**src/rtl/addsub_serial_if.sv**
```systemverilog
// Operation bus for addsub_serial: request/operands in, status/result out.
interface addsub_serial_if #(
   parameter int WIDTH = 32
);
   logic             start;
   logic [WIDTH-1:0] x;
   logic [WIDTH-1:0] y;
   logic             cin;
   logic             m;
   logic             busy;
   logic             done;
   logic [WIDTH-1:0] s;
   logic             c;
   logic             v;

   modport master (
      output start, x, y, cin, m,
      input  busy, done, s, c, v
   );

   modport slave (
      input  start, x, y, cin, m,
      output busy, done, s, c, v
   );
endinterface

```
**src/rtl/addsub_serial.sv**
```systemverilog
// Digit-serial adder/subtractor: WIDTH bits processed DIGIT bits per cycle, LSB digit first.
// Optional macro ADDSUB_SAT_EN saturates the result on signed overflow.
module addsub_serial #(
   parameter int WIDTH = 32,
   parameter int DIGIT = 8
) (
   input  logic           clk,
   input  logic           rst,
   addsub_serial_if.slave bus
);
   localparam int N  = (DIGIT > 0) ? (WIDTH / DIGIT) : 1;
   localparam int CW = (N > 1) ? $clog2(N) : 1;

   generate
      if (DIGIT < 1) begin : g_bad_digit
         $error("addsub_serial: DIGIT must be at least 1");
      end else if ((WIDTH % DIGIT) != 0) begin : g_bad_width
         $error("addsub_serial: WIDTH must be a multiple of DIGIT");
      end
   endgenerate

   typedef enum logic [1:0] {
      IDLE = 2'd0,
      RUN  = 2'd1,
      DONE = 2'd2
   } state_t;

   state_t           state_q, state_d;
   logic [CW-1:0]    cnt_q, cnt_d;
   logic             carry_q, carry_d;
   logic [WIDTH-1:0] a_q, a_d;
   logic [WIDTH-1:0] b_q, b_d;
   logic [WIDTH-1:0] acc_q, acc_d;
   logic [WIDTH-1:0] s_q, s_d;
   logic             c_q, c_d;
   logic             v_q, v_d;
   logic             busy_q, busy_d;
   logic             done_q, done_d;

   int               idx;
   logic [DIGIT-1:0] a_dig;
   logic [DIGIT-1:0] b_dig;
   logic [DIGIT-1:0] dsum;
   logic             dcout;
   logic [WIDTH-1:0] sum_full;
   logic             ovf;
   logic [WIDTH-1:0] res;

   // One digit of the datapath; b_q already holds ~y for subtract, so this is always an add.
   always_comb begin
      idx      = int'(cnt_q) * DIGIT;
      a_dig    = a_q[idx +: DIGIT];
      b_dig    = b_q[idx +: DIGIT];
      {dcout, dsum} = {1'b0, a_dig} + {1'b0, b_dig} + {{DIGIT{1'b0}}, carry_q};
      sum_full = acc_q;
      sum_full[idx +: DIGIT] = dsum;
      ovf      = (a_q[WIDTH-1] == b_q[WIDTH-1]) && (sum_full[WIDTH-1] != a_q[WIDTH-1]);
`ifdef ADDSUB_SAT_EN
      if (ovf) begin
         res = a_q[WIDTH-1] ? {1'b1, {(WIDTH-1){1'b0}}} : {1'b0, {(WIDTH-1){1'b1}}};
      end else begin
         res = sum_full;
      end
`else
      res      = sum_full;
`endif
   end

   // Control FSM and next-state of every register.
   always_comb begin
      state_d = state_q;
      cnt_d   = cnt_q;
      carry_d = carry_q;
      a_d     = a_q;
      b_d     = b_q;
      acc_d   = acc_q;
      s_d     = s_q;
      c_d     = c_q;
      v_d     = v_q;
      busy_d  = 1'b0;
      done_d  = 1'b0;
      case (state_q)
         IDLE, DONE: begin
            if (bus.start) begin
               state_d = RUN;
               a_d     = bus.x;
               b_d     = bus.m ? ~bus.y : bus.y;
               carry_d = bus.m ? ~bus.cin : bus.cin;
               cnt_d   = '0;
               acc_d   = '0;
               busy_d  = 1'b1;
            end else begin
               state_d = IDLE;
            end
         end
         RUN: begin
            carry_d = dcout;
            acc_d   = sum_full;
            if (cnt_q == CW'(N - 1)) begin
               state_d = DONE;
               cnt_d   = '0;
               s_d     = res;
               c_d     = dcout;
               v_d     = ovf;
               done_d  = 1'b1;
            end else begin
               cnt_d   = cnt_q + 1'b1;
               busy_d  = 1'b1;
            end
         end
         default: begin
            state_d = IDLE;
         end
      endcase
   end

   // State and datapath registers with synchronous reset.
   always_ff @(posedge clk) begin
      if (rst) begin
         state_q <= IDLE;
         cnt_q   <= '0;
         carry_q <= 1'b0;
         a_q     <= '0;
         b_q     <= '0;
         acc_q   <= '0;
         s_q     <= '0;
         c_q     <= 1'b0;
         v_q     <= 1'b0;
         busy_q  <= 1'b0;
         done_q  <= 1'b0;
      end else begin
         state_q <= state_d;
         cnt_q   <= cnt_d;
         carry_q <= carry_d;
         a_q     <= a_d;
         b_q     <= b_d;
         acc_q   <= acc_d;
         s_q     <= s_d;
         c_q     <= c_d;
         v_q     <= v_d;
         busy_q  <= busy_d;
         done_q  <= done_d;
      end
   end

   assign bus.busy = busy_q;
   assign bus.done = done_q;
   assign bus.s    = s_q;
   assign bus.c    = c_q;
   assign bus.v    = v_q;
endmodule

```
**src/flat_wrapper.sv**
```systemverilog
// flat-port wrapper written by rule: the top's interface ports become plain ports
module addsub_serial_flat 
#(
   parameter int WIDTH = 32,
   parameter int DIGIT = 8
)
  (clk, rst, bus_start, bus_x, bus_y, bus_cin, bus_m, bus_busy, bus_done, bus_s, bus_c, bus_v);
  addsub_serial_if #(.WIDTH(WIDTH)) bus_i ();
  input  logic clk;
  input  logic rst;
  input wire logic [$bits(bus_i.start)-1:0] bus_start;
  input wire logic [$bits(bus_i.x)-1:0] bus_x;
  input wire logic [$bits(bus_i.y)-1:0] bus_y;
  input wire logic [$bits(bus_i.cin)-1:0] bus_cin;
  input wire logic [$bits(bus_i.m)-1:0] bus_m;
  output wire logic [$bits(bus_i.busy)-1:0] bus_busy;
  output wire logic [$bits(bus_i.done)-1:0] bus_done;
  output wire logic [$bits(bus_i.s)-1:0] bus_s;
  output wire logic [$bits(bus_i.c)-1:0] bus_c;
  output wire logic [$bits(bus_i.v)-1:0] bus_v;
  assign bus_i.start = bus_start;
  assign bus_i.x = bus_x;
  assign bus_i.y = bus_y;
  assign bus_i.cin = bus_cin;
  assign bus_i.m = bus_m;
  assign bus_busy = bus_i.busy;
  assign bus_done = bus_i.done;
  assign bus_s = bus_i.s;
  assign bus_c = bus_i.c;
  assign bus_v = bus_i.v;
  addsub_serial #(.WIDTH(WIDTH), .DIGIT(DIGIT)) u_core (.clk(clk), .rst(rst), .bus(bus_i));
endmodule
```
**config.mk**
```make
export PLATFORM = sky130hd
export DESIGN_NAME = addsub_serial_flat
export DESIGN_NICKNAME = d
export VERILOG_FILES = /design/src/rtl/addsub_serial_if.sv /design/src/rtl/addsub_serial.sv /design/src/flat_wrapper.sv
export SDC_FILE = /design/constraint.sdc
export NUM_CORES = 1
export LEC_CHECK = 0
export BUFFER_PORTS_ARGS = -buffer_cell sky130_fd_sc_hd__buf_2
export CAP_MARGIN = 30
export CORE_AREA = 2 2 128 130
export CTS_CLUSTER_SIZE = 14
export DETAILED_ROUTE_END_ITERATION = 6
export DIE_AREA = 0 0 130 132
export HOLD_SLACK_MARGIN = 0.12
export PLACE_DENSITY = 0.61
export REMOVE_ABC_BUFFERS = 1
export SYNTH_ARGS = -nofsm -noshare
export SYNTH_HDL_FRONTEND = slang
export SYNTH_SLANG_ARGS = --single-unit
export TNS_END_PERCENT = 20
```
**constraint.sdc**
```tcl
create_clock -name clk -period 6.7 [get_ports clk]
set_input_delay 0 -clock clk [delete_from_list [all_inputs] [get_ports clk]]
set_output_delay 0 -clock clk [all_outputs]
set_load 0.1 [all_outputs]
```
==> metrics.yaml <==
run:
  drv.max_cap_violation_count: 0
sta:
  worst_pin_slew_ns: 1.009
  finalWorstPathRequiredPeriod_ns: 3.867
  hold_viol: 0
  fin_setup_tns_ns: 0
  grt_setup_unrepaired: "no"
  setup_viol: 0
  fin_crit_sh: 0.5771
  fmax_ghz: 0.2586
  relSlewSlack: 0.3262
  finClkSkew_ns: 0.008069
  drv_slew: 0
place:
  dp_hpwl_um: 10640
  gp_congestion: 0.8046
  placed_cells: 961
  io_buffers: 104
logic_synthesis:
  synth.area.top_cells: "dfxtp_1 44%, nand2_1 6.0%, mux4_2 5.8%"
  syn_area_um2: 6231
  netlist_instances: 690
  synth_top_area_frac: 0.4402
  ys_ff_latch: 137
  yosys_warnings: 0
  yosysTopAreaCell: "dfxtp_1"
  seq_area_frac_synth: 0.4402
  synthFlopType: "dfxtp_1"
  async_reset_ff_frac: 0
  synth-edff-count: 0
  synth_cell_types: 57
  synth.avg_cell_area_um2: 9.030
pwr:
  ir_drop_uv: 179.3
  power.density_nw_per_um2: 254.0
  p_leak_nw: 3.144
grt:
  grt_overflow_total: 0
  globalRouteTotalUtil: 0.1974
  grt_pass1_vias: 5449
  grt_max_degree: 99
  antenna_found_initial: 0
  grt_pass1_wl_um: 26790
finish:
  fillers: 1467
  multi_input_area_um2: 3203
  insertedDiodeCount: 0
  mostFrequentLayoutCell: "dfxtp_1"
  drive_gt1_frac: 0.1908
  seq_area_um2: 2743
  stdcell_count: 1060
  final_cell_mix: "137 x dfxtp_1, 103 x buf_2, 99 x nand2_1, 89 x nor2_1, 69 x dlygate4sd3_1"
  synthToLayoutAreaGrowth_pct: 29.24
  nNetsFinal: 917
routing:
  antenna_left: 0
  drt_iter0_markers: 352
  drc_errors: 0
  firstDrtPassIters: 5
  vias: 5637
  viasPerCell: 5.318
  finalWirelength_um: 16520
  routedWlPerCell_um: 15.59
die:
  die_area_um2: 17160
  rows: 46
  die_h_um: 132
  initial_core_util: 0.3966
  die_x_um: 130
  ios: 105
  core_um2: 15710
setup_path:
  cp_common_cell: "fa_1"
  start_kind: "register"
  path_cells: "mux4_2 > fa_1 > fa_1 > a21o_1 > a21oi_1 > o21ai_0 > a2111oi_0 > nor4_1"
  endpoint_kind: "register"
  cp_num_cells: 8
  crit_path_max_fanout: 21
  critPathMaxStageDelay_ns: 0.98
  critPathArrivalTime_ns: 4.13
  required_ns: 6.96
  path_delay_family: "compound AO/OA/AOI/OAI gates"
  reg2reg_depth: 8
  path_buf_inv: 0
  cp_slowest_cell: "dfxtp_1"
  path_class: "register to register"
clock_network:
  clock_latency_ns: 0.42
  clkTransAtPathRegs_ns: 0.05
  cts.sinks: 137
  numCtsBuffers: 17
  cts_max_level: 4
  root_buffer: "clkbuf_16"
  cts_tree: "done"
  cts_buffer_depth: 2
worst_hold_path:
  hold_path_class: "input port to register"
  min_path_cells: 5
run_status:
  outcome: "finished, final reports clean"
-- final timing paths --
kind / startpoint / to / slack, ns
hold / removal: bus_cin / u_core.carry_q / 0.18
hold reg to reg: u_core.a_q[5] / u_core.a_q[5] / 0.45
setup reg to reg: u_core.cnt_q[1] / u_core.bus.c / 2.83
setup / recovery: u_core.cnt_q[1] / u_core.bus.c / 2.83
-- area by class of cell --
cell class              instances  share of cell area
inverters                      10            0.004661
well taps                     216             0.03356
repair buffers                180              0.1572
clock inverters                 3            0.004972
flip-flops and latches        137              0.3406
clock buffers                  27             0.06122
multi-input cells             487              0.3978
-- registers in the layout (all words and copies together), names as in the netlist --
signal and cells:
u_core.a_q 32, u_core.acc_q 32, u_core.b_q 32, u_core.bus.busy 1, u_core.bus.c 1, u_core.bus.done 1, u_core.bus.s 32, u_core.bus.v 1
u_core.carry_q 1, u_core.cnt_q 2, u_core.state_q 2
-- cell usage after synthesis, types with 4 or more instances --
cell,n
clkbuf_1,37
and3_1,4
a22oi_1,14
nand3b_1,4
inv_1,9
nand2b_1,4
o21ai_0,4
nor3_1,10
buf_2,8
buf_1,6
mux4_2,16
xnor2_1,35
nor2b_1,6
a311oi_1,20
a21oi_1,66
ha_1,13
a211oi_1,41
a22o_1,7
o31ai_1,5
o21ai_1,6
dfxtp_1,137
nor2_1,89
nand2_1,99
-- report_power, final --
group | internal, mW | leakage [nW] | switching, mW | total [mW]
clock | 0.534 | 0.261 | 0.325 | 0.860
sequential | 0.854 | 1.12 | 0.0217 | 0.876
combinational | 0.133 | 1.76 | 0.177 | 0.310
-- cell families after synthesis --
| kind of cell | after synthesis | share of synthesized area |
|---|---|---|
| adder cells (fa/ha/maj) | 15 | 0.03253 |
| flip-flops | 137 | 0.4402 |
| buffers and inverters | 66 | 0.04739 |
| AO/OA/AOI/OAI | 189 | 0.2106 |
| multiplexers | 16 | 0.05783 |
| AND/OR/NAND/NOR | 229 | 0.1580 |
| XOR/XNOR | 38 | 0.05341 |
-- through the flow --
stage	utilization	instance area [um^2]	total power [mW]	setup slack [ns]	hold WS, ns
4_1_cts	0.5125	8053	2.058	2.853	0.1627
3_3_place_gp	0.4346	6829	1.162	2.952	0.2456
2_1_floorplan	-	5973	1.071	1.537	0.06886
6_report	0.5125	8053	2.046	2.833	0.1848
5_1_grt	0.5125	8053	2.138	2.639	0.2122
3_5_place_dp	0.4346	6829	1.170	2.881	0.2512
-- metal layers --
layer / wire, um / track usage
met5: 0 / 0
met4: 254 / 0.06153
met3: 984 / 0.04667
met2: 7928 / 0.3217
met1: 7354 / 0.2581
-- what timing repair did --
item                                   4_1_cts  5_1_grt
resized for setup                            0        0
endpoints found under the hold margin       67        0
hold buffers                                69        0
setup buffers                                0        0
-- worst min-delay path: cells and delay by family --
family | cells | cell delay (ns)
AOI/OAI and AO/OA | 3 | 0.37
buffers and inverters | 1 | 0.10
xor gates and xnor gates | 1 | 0.06
No activity file was read; power rests on OpenSTA's default activity.
